`src/rtl/fifo_status.sv`:
```
// Parametrised synchronous FIFO with show-ahead output, occupancy count,
// programmable almost-full/almost-empty thresholds and sticky error flags.
module fifo_status #(
  parameter  int DEPTH    = 4,
  parameter  int WIDTH    = 2,
  parameter  int AF_LEVEL = DEPTH - 1,
  parameter  int AE_LEVEL = 1,
  localparam int CW       = $clog2(DEPTH + 1)
) (
  input  logic             clk,
  input  logic             reset,
  input  logic [WIDTH-1:0] in,
  input  logic             push,
  input  logic             pop,
  input  logic             clear_err,
  output logic [WIDTH-1:0] out,
  output logic             full,
  output logic             empty,
  output logic [CW-1:0]    count,
  output logic             almost_full,
  output logic             almost_empty,
  output logic             overflow,
  output logic             underflow
);

  localparam int PW = (DEPTH > 1) ? $clog2(DEPTH) : 1;

  logic [WIDTH-1:0] r_mem [DEPTH];
  logic [PW-1:0]    r_rd;
  logic [PW-1:0]    r_wr;
  logic [CW-1:0]    r_count;
  logic             r_overflow;
  logic             r_underflow;

  logic w_full;
  logic w_empty;
  logic w_wr_en;
  logic w_rd_en;
  logic w_ovf_set;
  logic w_udf_set;

  // Explicit wrap so non-power-of-2 depths never index past the last entry.
  function automatic logic [PW-1:0] f_ptr_next(input logic [PW-1:0] p);
    return (p == PW'(DEPTH - 1)) ? '0 : p + PW'(1);
  endfunction

  assign w_full  = (r_count == CW'(DEPTH));
  assign w_empty = (r_count == '0);

  // A simultaneous pop frees the slot on a full FIFO; a pop on an empty one is ignored.
  assign w_wr_en   = push && (!w_full || pop);
  assign w_rd_en   = pop && !w_empty;
  assign w_ovf_set = push && w_full && !pop;
  assign w_udf_set = pop && w_empty && !push;

  always_ff @(posedge clk) begin
    if (w_wr_en && !reset) begin
      r_mem[r_wr] <= in;
    end
  end

  always_ff @(posedge clk) begin
    if (reset) begin
      r_rd    <= '0;
      r_wr    <= '0;
      r_count <= '0;
    end else begin
      if (w_wr_en) r_wr <= f_ptr_next(r_wr);
      if (w_rd_en) r_rd <= f_ptr_next(r_rd);
      case ({w_wr_en, w_rd_en})
        2'b10:   r_count <= r_count + CW'(1);
        2'b01:   r_count <= r_count - CW'(1);
        default: r_count <= r_count;
      endcase
    end
  end

  // New error events take priority over clear_err in the same cycle.
  always_ff @(posedge clk) begin
    if (reset) begin
      r_overflow  <= 1'b0;
      r_underflow <= 1'b0;
    end else begin
      r_overflow  <= w_ovf_set || (r_overflow && !clear_err);
      r_underflow <= w_udf_set || (r_underflow && !clear_err);
    end
  end

  assign out          = w_empty ? '0 : r_mem[r_rd];
  assign full         = w_full;
  assign empty        = w_empty;
  assign count        = r_count;
  assign almost_full  = (r_count >= CW'(AF_LEVEL));
  assign almost_empty = (r_count <= CW'(AE_LEVEL));
  assign overflow     = r_overflow;
  assign underflow    = r_underflow;

endmodule

```
`config.mk`:
```
export PLATFORM = sky130hd
export DESIGN_NAME = fifo_status
export DESIGN_NICKNAME = d
export VERILOG_FILES = /design/src/rtl/fifo_status.sv
export SDC_FILE = /design/constraint.sdc
export NUM_CORES = 1
export LEC_CHECK = 0
export CAP_MARGIN = 20
export CORE_ASPECT_RATIO = 0.75
export CORE_UTILIZATION = 45
export DETAILED_ROUTE_END_ITERATION = 10
export PLACE_DENSITY_LB_ADDON = 0.05
export SETUP_SLACK_MARGIN = 0.1
export SLEW_MARGIN = 0
export SYNTH_ARGS = -nofsm -noshare
export SYNTH_HDL_FRONTEND = slang
export SYNTH_SLANG_ARGS = --single-unit
```
`constraint.sdc`:
```
create_clock -name clk -period 2.7 [get_ports clk]
set_clock_uncertainty 0.05 [all_clocks]
set_input_delay 0.54 -clock clk [delete_from_list [all_inputs] [get_ports clk]]
set_output_delay 0.54 -clock clk [all_outputs]
set_load 0.03 [all_outputs]
```
Word-level counts from Yosys, hierarchy flattened
Memories as Yosys holds them, arrays and structs flattened. A register that Yosys moved wholly into a read port is not among the register bits.
Cells that the tools add are included.
Word-level totals
  output and inout bits: 11
  bits of input ports: 7
  RAM bits: 8
  logic and storage cells: 45
  memories: 1
  flip-flop bits (word level): 9
  memory bits (read-only): 0
  bits in latches: 0
Memory list
  r_mem: words 4, width 2, read ports 1, clocked after Yosys merged registers in 1, wr ports 1, line 28  | logic [WIDTH-1:0] r_mem [DEPTH];
Cells by class
  div/mod/pow operators: 0
  add/subtract/negate cells: 4
  multiplexer cells: 8
  $lt $le $gt $ge: 2
  shift-type cells: 0
  bitwise operators: 0
  reductions and logical operators: 20
  equality and inequality tests: 5
  $mul: 0
Operators by type and width (count)
  $mux 2: 5
  $logic_and 1x1->1: 9
  $eq 2x2->1 const B: 3
  $logic_not 1->1: 6
  $pmux 3 s2: 1
  $add 2x1->2 const B: 2
  $add 3x1->3 const B: 1
  $eq 3x3->1 const B: 1
  $ge 3x2->1 const B: 1
  $le 3x1->1 const B: 1
  $logic_not 3->1: 1
  $logic_or 1x1->1: 3
  $sub 3x1->3 const B: 1
  $eq 2x1->1 const B: 1
  $mux 1: 2
  $reduce_bool 2->1: 1

Longest topological paths before layout
Gate-level depths: netlist of the first run.
  depth after elaboration: 7
  gate-level depth with buffers: 9
  gate-level depth less buffers: 9

Worst setup path after synthesis of the first run
OpenSTA, ideal clock, no wires.
  path kind: reg2reg
  from: register r_count[0] (netlist: count[0])
  to: register r_count[2] (netlist: count[2])
  cell stages (with the launch flop): 9
  path buffers: 0
  setup time: 0.092 ns
  slack: 0.547 ns
  clock period less this slack: 2.153 ns
  required time: 2.558 ns
  arrival: 2.011 ns
  cell sequence: dfxtp_1 inv_1 ha_1 nand2_1 o21a_1 inv_1 ha_1 or2_2 o32ai_1
Between the ends
  word-level cells in the longest chain between the ends: 6
  elaborated cells between the ends (all ways): 13
  those cells by class: add/sub: 2; eq/ne: 3; mux: 1; reduce/logical: 7
Ends and longest elaborated chain
  from (decl): line 31  | logic [CW-1:0] r_count;
  from (signal assigned): line 71  | 2'b10: r_count <= r_count + CW'(1);
  from (signal assigned): line 72  | 2'b01: r_count <= r_count - CW'(1);
  from (signal assigned): line 73  | default: r_count <= r_count;
  $eq 3x3->1: line 47  | assign w_full = (r_count == CW'(DEPTH));
  $logic_not 1->1: line 51  | assign w_wr_en = push && (!w_full || pop);
  $logic_or 1x1->1: line 51
  $logic_and 1x1->1: line 51
  $eq 2x1->1 or $eq 2x2->1 (tied branches): line 70  | case ({w_wr_en, w_rd_en})
  $pmux 3 s2 or $reduce_bool 2->1 (tied branches)
Parallel ways exist; a longest one is shown, timed or not.
A chain may end at the register's enable or synchronous reset.

Worst setup path in the final report of the first run
  from: register r_count[1] (netlist: count[1])
  to: output port out[0]
Between the ends
  word-level cells in the longest chain between the ends: 2
Ends and longest elaborated chain
  $logic_not 3->1: line 48  | assign w_empty = (r_count == '0);
  $mux 2: line 89  | assign out = w_empty ? '0 : r_mem[r_rd];
  to (decl): line 16  | output logic [WIDTH-1:0] out,
Every way passes these cells.

==> results of run 1 <==
==> what timing repair did <==
item	CTS	global route
gates resized for setup	4	2
buffers inserted	0	0
hold buffers	0	0
setup endpoints to repair	3	2
==> power by group through the flow <==
stage                     registers (W)  logic [W]  clock network, W
after floorplan                0.000424   0.000377                 0
after global placement         0.000389   0.000580                 0
after detailed placement       0.000391   0.000587                 0
after CTS                      0.000387   0.000590          0.000151
after global routing           0.000396   0.000639          0.000162
final                          0.000387   0.000584          0.000143
==> cell type report <==
class | instances | area share
timing repair buffer | 18 | 0.1499
sequential | 19 | 0.3897
inverter | 9 | 0.02851
clock inverter | 1 | 0.004224
multi-input combinational | 55 | 0.3833
tap | 24 | 0.02534
clock buffer | 3 | 0.01901
==> synth_stat cells (2+ instances only) <==
| master | n | area, sq um |
|---|---|---|
| dfxtp_1 | 11 | 220.2 |
| ha_1 | 11 | 137.6 |
| nor3b_1 | 4 | 30.03 |
| o21ai_0 | 3 | 15.01 |
| nor2_1 | 8 | 30.03 |
| nand2b_1 | 3 | 18.77 |
| mux4_2 | 2 | 45.04 |
| nand3b_1 | 2 | 15.01 |
| nor2b_1 | 2 | 12.51 |
| inv_1 | 9 | 33.78 |
| edfxtp_1 | 8 | 240.2 |
| xor2_1 | 2 | 17.52 |
| and2b_2 | 2 | 17.52 |
| a21oi_1 | 5 | 25.02 |
==> per-stage QoR <==
stage	hold slack [ns]	setup WS (ns)	util	instance area (sq um)	instances
after floorplan	0.4217	0.5466	-	955.9	85
after global placement	0.4065	0.2120	0.5752	1149	125
after detailed placement	0.4165	0.1350	0.5752	1149	125
after CTS	0.4326	0.1290	0.5915	1181	129
after global routing	0.4814	0.1252	0.5934	1185	129
final	0.4262	0.2545	0.5934	1185	129
==> placed cells by master (no fill, tap or decap), types with 2 or more instances in the layout <==
master,netlist,routed
clkdlybuf4s50_1,0,14
ha_1,11,11
dfxtp_1,11,10
inv_1,9,9
nor2_1,8,8
edfxtp_1,8,8
a21oi_1,5,5
nor3b_1,4,4
o21ai_0,3,3
nand2b_1,3,3
clkbuf_4,0,3
mux4_2,2,2
and2b_2,2,2
xor2_1,2,2
nand3b_1,2,2
dlygate4sd2_1,0,2
==> per-layer routing <==
layer	vias to the layer above	track usage
met2	15	0.2482
li1	337	-
met4	0	0.06000
met1	284	0.1972
met5	-	0
met3	2	0.07477
==> cells by family (layout without fill, tap and decap cells) <==
kind of cell    count (synthesis)  in the layout  synth area share
compound gates                 13             13           0.08247
xor+xnor                        2              2           0.01833
fa+ha+maj                      11             11            0.1440
buf+inv                        11             31           0.05104
flops                          19             19            0.4817
mux                             4              4           0.06937
simple gates                   25             25            0.1531
==> worst paths after layout <==
| check | endpoint | depth (start not counted) |
|---|---|---|
| worst max-delay path | out[0] | 5 |
| worst min-delay path | underflow$_SDFF_PP0_ | 2 |
| worst max register to register | count[2]$_SDFFE_PP0P_ | 8 |
| worst min register to register | underflow$_SDFF_PP0_ | 2 |
==> critical path, cell delays in order, from the launching register on <==
cell	delay, ns
dfxtp_1	0.34
inv_1	0.15
ha_1	0.25
nor2b_4	0.24
and2b_2	0.23
dlygate4sd2_1	0.34
==> out/qor.yml, run 1 <==
outcome:
  status: "finished clean"
route:
  wire_per_inst_microns: 12.33
  met2_length_microns: 702
  dr_total_vias: 638
  vias_per_cell: 4.946
  dr.pass1.iters: 2
  wl_met3_microns: 91
  drc_errors: 0
  highest_layer: "met4"
  totalWireLength_mm: 1.591
  drt_iter0_drc: 18
  ant_nets: 0
  met1_length_microns: 779
placed_design:
  hpwl_mm: 1.212
  io_buffers: 17
  gp_congestion: 0.7881
finish:
  syn2layout_area_growth_pct: 23.95
  n_antenna_cell: 0
  fillers: 176
  multi_input_area_sq_um: 454.2
  regArea_sq_um: 461.7
  nNetsFinal: 124
  drive_gt1_frac: 0.1238
synth:
  seq_area_frac_synth: 0.4817
  ys_async_sr_fraction: 0
  syn_area_per_cell_sq_um: 11.25
  synthesis.nets: 103
  synth-seq-cells: 19
  ys_warn_count: 0
  synth_cell_types: 27
  synthCells: 85
  ys.flop_type: "dfxtp_1"
  netlist_area_sq_um: 955.9
  synth-edff-count: 8
clock_network:
  clock_sinks: 19
  clockRootBuffer: "clkbuf_4"
  cts_tree: "yes"
  path_clk_slew_ns: 0.11
  clock_latency_ns: 0.30
  numCtsBuffers: 3
  clockBufferDepth: 2
  htreeDepth: 1
global_routing:
  grt_pass1_wl_mm: 2.746
  grt_pass1_vias: 627
  gr-total-overflow: 0
  antenna_found_initial: 0
  track_usage: 0.1605
  grt_max_degree: 13
sta:
  maxSlewViolCount: 0
  post-route-period-util: 0.9058
  fin_tns_setup_ns: 0
  finalHoldViolCount: 0
  fmax_ghz: 0.4089
  finalSetupViolCount: 0
  worst_slew_pin_slew_ns: 0.3938
  maxSlewHeadroom: 0.7369
  rsz0062_at_grt: "no"
  fin_crit_ns: 2.446
critical_path:
  criticalPathCategory: "flop to output port"
  r2r_slack_ns: 0.53
  cp.arrival_ns: 1.86
  cp-end-kind: "output port"
  r2r-start: "count[0]$_SDFFE_PP0P_"
  worstSetupStartpointType: "flop"
  critical_path_required_ns: 2.11
  critPathMaxFanout: 9
  worstSetupStartpoint: "count[1]$_SDFFE_PP0P_"
hold_path:
  min_from: "underflow$_SDFF_PP0_"
  hp-class: "flop to flop"
job:
  drv_cap: 0
power_and_ir_drop:
  p_seq_frac: 0.347
  leakage_nw: 0.4903
  p_total_w: 0.001114
  switching_share: 0.4095
  combPwrFrac: 0.524
  clkPwrFrac: 0.129
  p_int_w: 0.0006579
  p_per_area_nw_per_um2: 940.3
  ir_drop_mv: 0.7012
  p_sw_w: 0.0004563
floorplan:
  die_h_microns: 41.92
  fp-row-count: 14
  die_x_microns: 55.22
  ioPinCount: 18
  start_util: 0.4787
  design.core.area_sq_um: 1997
  die_area_sq_um: 2315
No activity file was read; power rests on OpenSTA's default activity.
==> run 2, diff against run 1 <==
CTS_CLUSTER_DIAMETER = 150   (was default)
==> results of run 2 <==
Final layout, timing and power as in run 1 (identical DEF).
==> run 3, diff against run 2 <==
CTS_BUF_LIST = sky130_fd_sc_hd__clkbuf_4   (was default)
==> results of run 3 <==
Final layout, timing and power as in run 1 (identical DEF).
